`src/rtl/qlm_acc_pkg.sv`:
```
// Shared types, default widths and saturation-limit helper for the qlm_dot_acc accumulator.
package qlm_acc_pkg;

  localparam int ACC_W_DEF = 40;
  localparam int LEN_W_DEF = 8;
  localparam int SAT_MAX_W = 128;

  typedef enum logic [1:0] {
    IDLE = 2'd0,
    ACC  = 2'd1,
    HOLD = 2'd2
  } state_t;

  // Largest positive (neg=0) or most negative (neg=1) w-bit signed value, filled out to SAT_MAX_W bits.
  function automatic logic [SAT_MAX_W-1:0] sat_limit(input int unsigned w, input logic neg);
    logic [SAT_MAX_W-1:0] one;
    logic [SAT_MAX_W-1:0] pos;
    one = {{(SAT_MAX_W-1){1'b0}}, 1'b1};
    pos = (one << (w - 32'd1)) - one;
    if (neg) begin
      return ~pos;
    end else begin
      return pos;
    end
  endfunction

endpackage

```
`src/rtl/qlm_sat_add.sv`:
```
// ACC_W-bit signed adder with carry-in and overflow detect; QLM_ACC_SAT_EN adds clamping to the signed limits.
module qlm_sat_add
  import qlm_acc_pkg::*;
#(
  parameter int ACC_W = ACC_W_DEF
) (
  input  logic [ACC_W-1:0] a,
  input  logic [ACC_W-1:0] b,
  input  logic             cin,
  output logic [ACC_W-1:0] sum,
  output logic             ovf
);

  // One guard bit holds the exact a+b+cin; overflow is the guard disagreeing with the ACC_W sign bit.
  logic [ACC_W:0] ext;
  logic           ovf_raw;

  assign ext     = {a[ACC_W-1], a} + {b[ACC_W-1], b} + {{ACC_W{1'b0}}, cin};
  assign ovf_raw = ext[ACC_W] ^ ext[ACC_W-1];
  assign ovf     = ovf_raw;

`ifdef QLM_ACC_SAT_EN
  localparam logic [ACC_W-1:0] POS_LIM = ACC_W'(sat_limit(ACC_W, 1'b0));
  localparam logic [ACC_W-1:0] NEG_LIM = ACC_W'(sat_limit(ACC_W, 1'b1));

  // Clamp toward the sign of the exact result when it leaves the ACC_W range.
  always_comb begin
    if (ovf_raw) begin
      sum = ext[ACC_W] ? NEG_LIM : POS_LIM;
    end else begin
      sum = ext[ACC_W-1:0];
    end
  end
`else
  assign sum = ext[ACC_W-1:0];
`endif

endmodule

```
`src/rtl/qlm_dot_acc.sv`:
```
// Streaming dot-product accumulator for the log-multiplier product stream.
// Build macro QLM_ACC_SAT_EN selects saturating accumulation with a sticky overflow flag.
module qlm_dot_acc
  import qlm_acc_pkg::*;
#(
  parameter int ACC_W = ACC_W_DEF,
  parameter int LEN_W = LEN_W_DEF
) (
  input  logic             clk,
  input  logic             rst,
  input  logic [LEN_W-1:0] len_i,
  input  logic             in_valid_i,
  output logic             in_ready_o,
  input  logic [31:0]      prod_i,
  output logic             out_valid_o,
  input  logic             out_ready_i,
  output logic [ACC_W-1:0] out_data_o,
  output logic             out_ovf_o,
  output logic             busy_o
);

  localparam logic [LEN_W:0] CNT_ONE = {{LEN_W{1'b0}}, 1'b1};

  state_t           state;
  logic [ACC_W-1:0] acc;
  logic [LEN_W:0]   cnt;
  logic [LEN_W:0]   len_q;
  logic [LEN_W:0]   len_eff;
  logic [LEN_W:0]   cnt_inc;
  logic [ACC_W-1:0] add_a;
  logic [ACC_W-1:0] term_b;
  logic [ACC_W-1:0] add_sum;
  logic             add_ovf;
  logic             beat;

  assign beat    = in_valid_i & in_ready_o;
  assign len_eff = (len_i == {LEN_W{1'b0}}) ? {1'b1, {LEN_W{1'b0}}} : {1'b0, len_i};
  assign cnt_inc = cnt + CNT_ONE;
  // The first beat of a dot product starts from zero rather than the stale sum.
  assign add_a   = (state == IDLE) ? {ACC_W{1'b0}} : acc;
  // One's-complement negatives become two's complement through the adder carry-in.
  assign term_b  = {{(ACC_W-32){prod_i[31]}}, prod_i};

  qlm_sat_add #(.ACC_W(ACC_W)) u_add (
    .a   (add_a),
    .b   (term_b),
    .cin (prod_i[31]),
    .sum (add_sum),
    .ovf (add_ovf)
  );

  // Control FSM with accumulator, beat counter and registered handshake outputs.
  always_ff @(posedge clk or posedge rst) begin
    if (rst) begin
      state       <= IDLE;
      acc         <= {ACC_W{1'b0}};
      cnt         <= {(LEN_W+1){1'b0}};
      len_q       <= {(LEN_W+1){1'b0}};
      in_ready_o  <= 1'b1;
      out_valid_o <= 1'b0;
      busy_o      <= 1'b0;
    end else begin
      case (state)
        IDLE: begin
          if (beat) begin
            acc    <= add_sum;
            cnt    <= CNT_ONE;
            len_q  <= len_eff;
            busy_o <= 1'b1;
            if (len_eff == CNT_ONE) begin
              state       <= HOLD;
              in_ready_o  <= 1'b0;
              out_valid_o <= 1'b1;
            end else begin
              state <= ACC;
            end
          end
        end
        ACC: begin
          if (beat) begin
            acc <= add_sum;
            cnt <= cnt_inc;
            if (cnt_inc == len_q) begin
              state       <= HOLD;
              in_ready_o  <= 1'b0;
              out_valid_o <= 1'b1;
            end
          end
        end
        HOLD: begin
          if (out_ready_i) begin
            state       <= IDLE;
            in_ready_o  <= 1'b1;
            out_valid_o <= 1'b0;
            busy_o      <= 1'b0;
          end
        end
        default: begin
          state       <= IDLE;
          in_ready_o  <= 1'b1;
          out_valid_o <= 1'b0;
          busy_o      <= 1'b0;
        end
      endcase
    end
  end

  assign out_data_o = acc;

`ifdef QLM_ACC_SAT_EN
  logic ovf;

  // Sticky overflow flag, cleared by the first beat of each dot product.
  always_ff @(posedge clk or posedge rst) begin
    if (rst) begin
      ovf <= 1'b0;
    end else if (beat && (state == IDLE)) begin
      ovf <= 1'b0;
    end else if (beat) begin
      ovf <= ovf | add_ovf;
    end else begin
      ovf <= ovf;
    end
  end

  assign out_ovf_o = ovf;
`else
  logic add_ovf_unused;
  assign add_ovf_unused = add_ovf;
  assign out_ovf_o      = 1'b0;
`endif

endmodule

```
`config.mk`:
```
export PLATFORM = sky130hd
export DESIGN_NAME = qlm_dot_acc
export DESIGN_NICKNAME = d
export VERILOG_FILES = /design/src/rtl/qlm_acc_pkg.sv /design/src/rtl/qlm_sat_add.sv /design/src/rtl/qlm_dot_acc.sv
export SDC_FILE = /design/constraint.sdc
export NUM_CORES = 1
export LEC_CHECK = 0
export ABC_AREA = 1
export ABC_CLOCK_PERIOD_IN_PS = 2700
export CAP_MARGIN = 0
export CORE_MARGIN = 4
export CORE_UTILIZATION = 55
export DETAILED_ROUTE_END_ITERATION = 10
export GPL_TIMING_DRIVEN = 1
export PLACE_DENSITY_LB_ADDON = 0.25
export SYNTH_ARGS = -nofsm -noshare
export SYNTH_HDL_FRONTEND = slang
export SYNTH_SLANG_ARGS = --single-unit
```
`constraint.sdc`:
```
create_clock -name clk -period 2.7 [get_ports clk]
set_input_delay 0.54 -clock clk [delete_from_list [all_inputs] [get_ports clk]]
set_output_delay 0.54 -clock clk [all_outputs]
set_load 0.01 [all_outputs]
```
==> metrics.md <==
| Metric | Value |
|---|---|
| Post-route cell area | `7500 µm²` |
| Slew Viols, Final | `0` |
| Clock period minus final worst setup slack | `2.59 ns` |
| Num Clock Sinks | `63` |
| RSZ-0062 raised after global routing | `yes` |
| Total grt overflow | `0` |
| Remaining routing DRC violations | `0` |
| CTS tree | `done` |
| Sequential share of the synthesized area | `27.0%` |
| HPWL after DPL | `13500 µm` |
| GP Congestion | `0.970` |
| Die Height | `111 µm` |
| IO Count | `88` |
| Mapped Cells | `957` |
| Int Pwr | `0.00472 W` |
| Clock power share | `12.0%` |
| Final Util | `72.6%` |
| Setup slack, reg-to-reg | `0.11 ns` |
| Final wirelength | `17400 µm` |
| Max_slew headroom | `66.4%` |
| Vias in the first global route | `5937` |
| First-pass GRT wire length | `28200 µm` |
| Commonest non-fill, non-tap cell in the layout | `nand2_1` |
| Crit-path max cell delay | `0.45 ns` |
| Initial Util | `56.7%` |
| Slew of the pin with the lowest slew margin | `0.499 ns` |
| Data arrival time of the critical path | `2.85 ns` |
| Crit start category | `flop` |
| Layout area overhead | `28.2%` |
| NumNets Final | `1169` |
| Max H-tree Level | `3` |
| Total core area | `10300 µm²` |
| Outcome | `complete, no violations` |
| Crit-path cells | `nor2_4, buf_12, clkbuf_16, nor2_1, ha_1, nand2_1, nand2_1, o21bai_1, a21oi_1, nand2_1, or2_1, nand3_1, nand2_1` |
| Fmax achieved | `0.386 GHz` |
| Req. time, crit path | `2.96 ns` |
| Primary FF master, synth | `dfrtp_1` |
| Layout cells sized above 1 | `9.92%` |
| Pleak | `3.95 nW` |
| CP endpoint kind | `flop` |
| YS warnings | `0` |
| CP top delay family | `simple AND/OR/NAND/NOR gates` |
| Via count | `6459` |
| Clock slew at reported path FFs | `0.10 ns` |
| Post-route clock skew | `0.0184 ns` |
| Drt first pass iters | `6` |
| Clock Path Buffers | `2` |
| Async S/R FF share, synth | `100%` |
| Sequential power share | `19.2%` |
| Initial antenna violation count | `0` |
| Synth area leader | `dfrtp_1` |
| Switching share of power | `48.5%` |
| Mapped Nets | `1042` |
| Synth Cell Area | `5850 µm²` |
| Initial DRC count | `524` |
| Root buffer cell | `clkbuf_8` |
| Synth top area cells | `dfrtp_1 27%, nand2_1 21%, inv_1 8.9%` |
| WL/cell | `14.2 µm` |
| Number of diodes | `0` |
| CP most frequent cell | `nand2_1` |
| Sw Pwr | `0.00446 W` |
| Final setup fails | `0` |
| Cell Pwr Density | `1220 nW/µm²` |
| Synth cell types | `41` |
| Post-synthesis register bit count | `63` |
| Clock latency on the worst-skew pair | `0.37 ns` |
| Peak supply drop | `0.603 mV` |
| Part of the cycle the worst path needs | `96.0%` |
| Num CTS Buffers | `9` |
| CTS Hold Bufs | `0` |
| Layout fillers | `906` |
| Logic pwr share | `68.8%` |
| Vias/cell | `5.27` |
| Commonest cells after routing, fill and taps aside | `324 x nand2_1, 136 x inv_1, 111 x nor2_1` |
| Number of flops mapped to enable cells by yosys | `0` |
| TNS Setup | `0 ns` |
| Share of the synthesized area in the top cell type | `26.5%` |
| Largest net degree at the start of global routing | `64` |
| Die W | `111 µm` |
| HP Class | `reg -> reg` |
| Syn_area_per_cell | `6.11 µm²` |
| Die area | `12400 µm²` |
| GRT Util Overall | `27.7%` |
| Antenna-violating nets left | `0` |
| Crit-path max FO | `10` |
| Site row count | `37` |
| Slowest CP cell | `dfrtp_1` |
| PortBufs | `86` |
| Maxcap violations | `0` |
| Final Hold Viols | `0` |
| CP bufs+invs | `2` |
| Post-DP Area | `7150 µm²` |
| Critical path class | `reg -> reg` |
final cells by class:
cell class / instances / area, µm² / share of cell area (%)
Timing Repair Buffer: 131 / 1260 / 16.8
Tap cell: 136 / 170 / 2.27
Inverter: 144 / 541 / 7.21
Sequential cell: 63 / 1580 / 21.1
Clock inverter: 7 / 125 / 1.67
Multi-Input combinational cell: 735 / 3700 / 49.3
Clock buffer: 9 / 124 / 1.65
per-layer routing:
layer | GRT usage (%) | routed length, µm
met5 | 0 | 0
met4 | 7.87 | 335
met3 | 4.04 | 1150
met2 | 45.4 | 8080
met1 | 38.2 | 7800
through the flow:
step / hold WS [ns] / worst slack (ns) / power [W] / std cells
2_1_floorplan: 0.464 / 0.209 / 0.00566 / 957
3_3_place_gp: 0.464 / -0.176 / 0.00775 / 1204
3_5_place_dp: 0.470 / -0.228 / 0.00785 / 1204
4_1_cts: 0.491 / 0.103 / 0.00898 / 1220
5_1_grt: 0.511 / -0.0376 / 0.0100 / 1225
6_report: 0.492 / 0.108 / 0.00918 / 1225
final timing paths:
| kind | from | endpoint | cells past startpoint |
|---|---|---|---|
| worst max-delay path | state[1]$_DFFE_PP0P_ | out_data_o[17]$_DFFE_PP0P_ | 13 |
| worst min-delay path | out_valid_o$_DFFE_PP0P_ | out_valid_o$_DFFE_PP0P_ | 2 |
| worst max register to register | state[1]$_DFFE_PP0P_ | out_data_o[17]$_DFFE_PP0P_ | 13 |
| worst min register to register | out_valid_o$_DFFE_PP0P_ | out_valid_o$_DFFE_PP0P_ | 2 |
| max in group asynchronous | rst | in_ready_o$_DFFE_PP1P_ | 3 |
| min in group asynchronous | rst | out_data_o[30]$_DFFE_PP0P_ | 3 |
synth_stat cells, types with 9 or more instances:
library cell,number
nand3_2,10
nor2_1,115
ha_1,39
inv_1,138
nand3_1,73
a21oi_1,41
nand2_1,327
dfrtp_1,62
o21ai_1,14
xnor2_1,12
o21ai_0,37
clkbuf_1,11
o22ai_1,9
cells by family after synthesis:
group	count (synthesis)	synth area share [%]
and+or+nand+nor	562	40.6
buffers and inverters	159	10.3
AOI/OAI and AO/OA	115	10.7
DFF	63	27.0
adders and majority gates	41	9.02
xor gates and xnor gates	16	2.40
other	1	0.0641
flip-flops by register name (all words and copies together), names as in the netlist:
register,cells
out_valid_o,1
out_data_o,40
in_ready_o,1
busy_o,1
cnt,9
state,2
len_q,9
tightest hold or removal path, cell delays in order (launching register included):
cell	delay, ns
dfrtp_1	0.36
nand2_1	0.06
nand2_1	0.05
power groups by stage:
stage	clock (W)	combinational, W	sequential [W]
after floorplan	0	0.00381	0.00186
after global routing	0.00114	0.00706	0.00183
after global placement	0	0.00599	0.00176
after CTS	0.00110	0.00612	0.00176
final	0.00110	0.00632	0.00177
after detailed placement	0	0.00608	0.00178
timing repair:
item                                    CTS  global route
endpoints found under the setup margin    0            18
resized for setup                         0            14
setup buffers                             0             4
endpoints found under the hold margin     0             0
(Power assumes the default switching activity.)
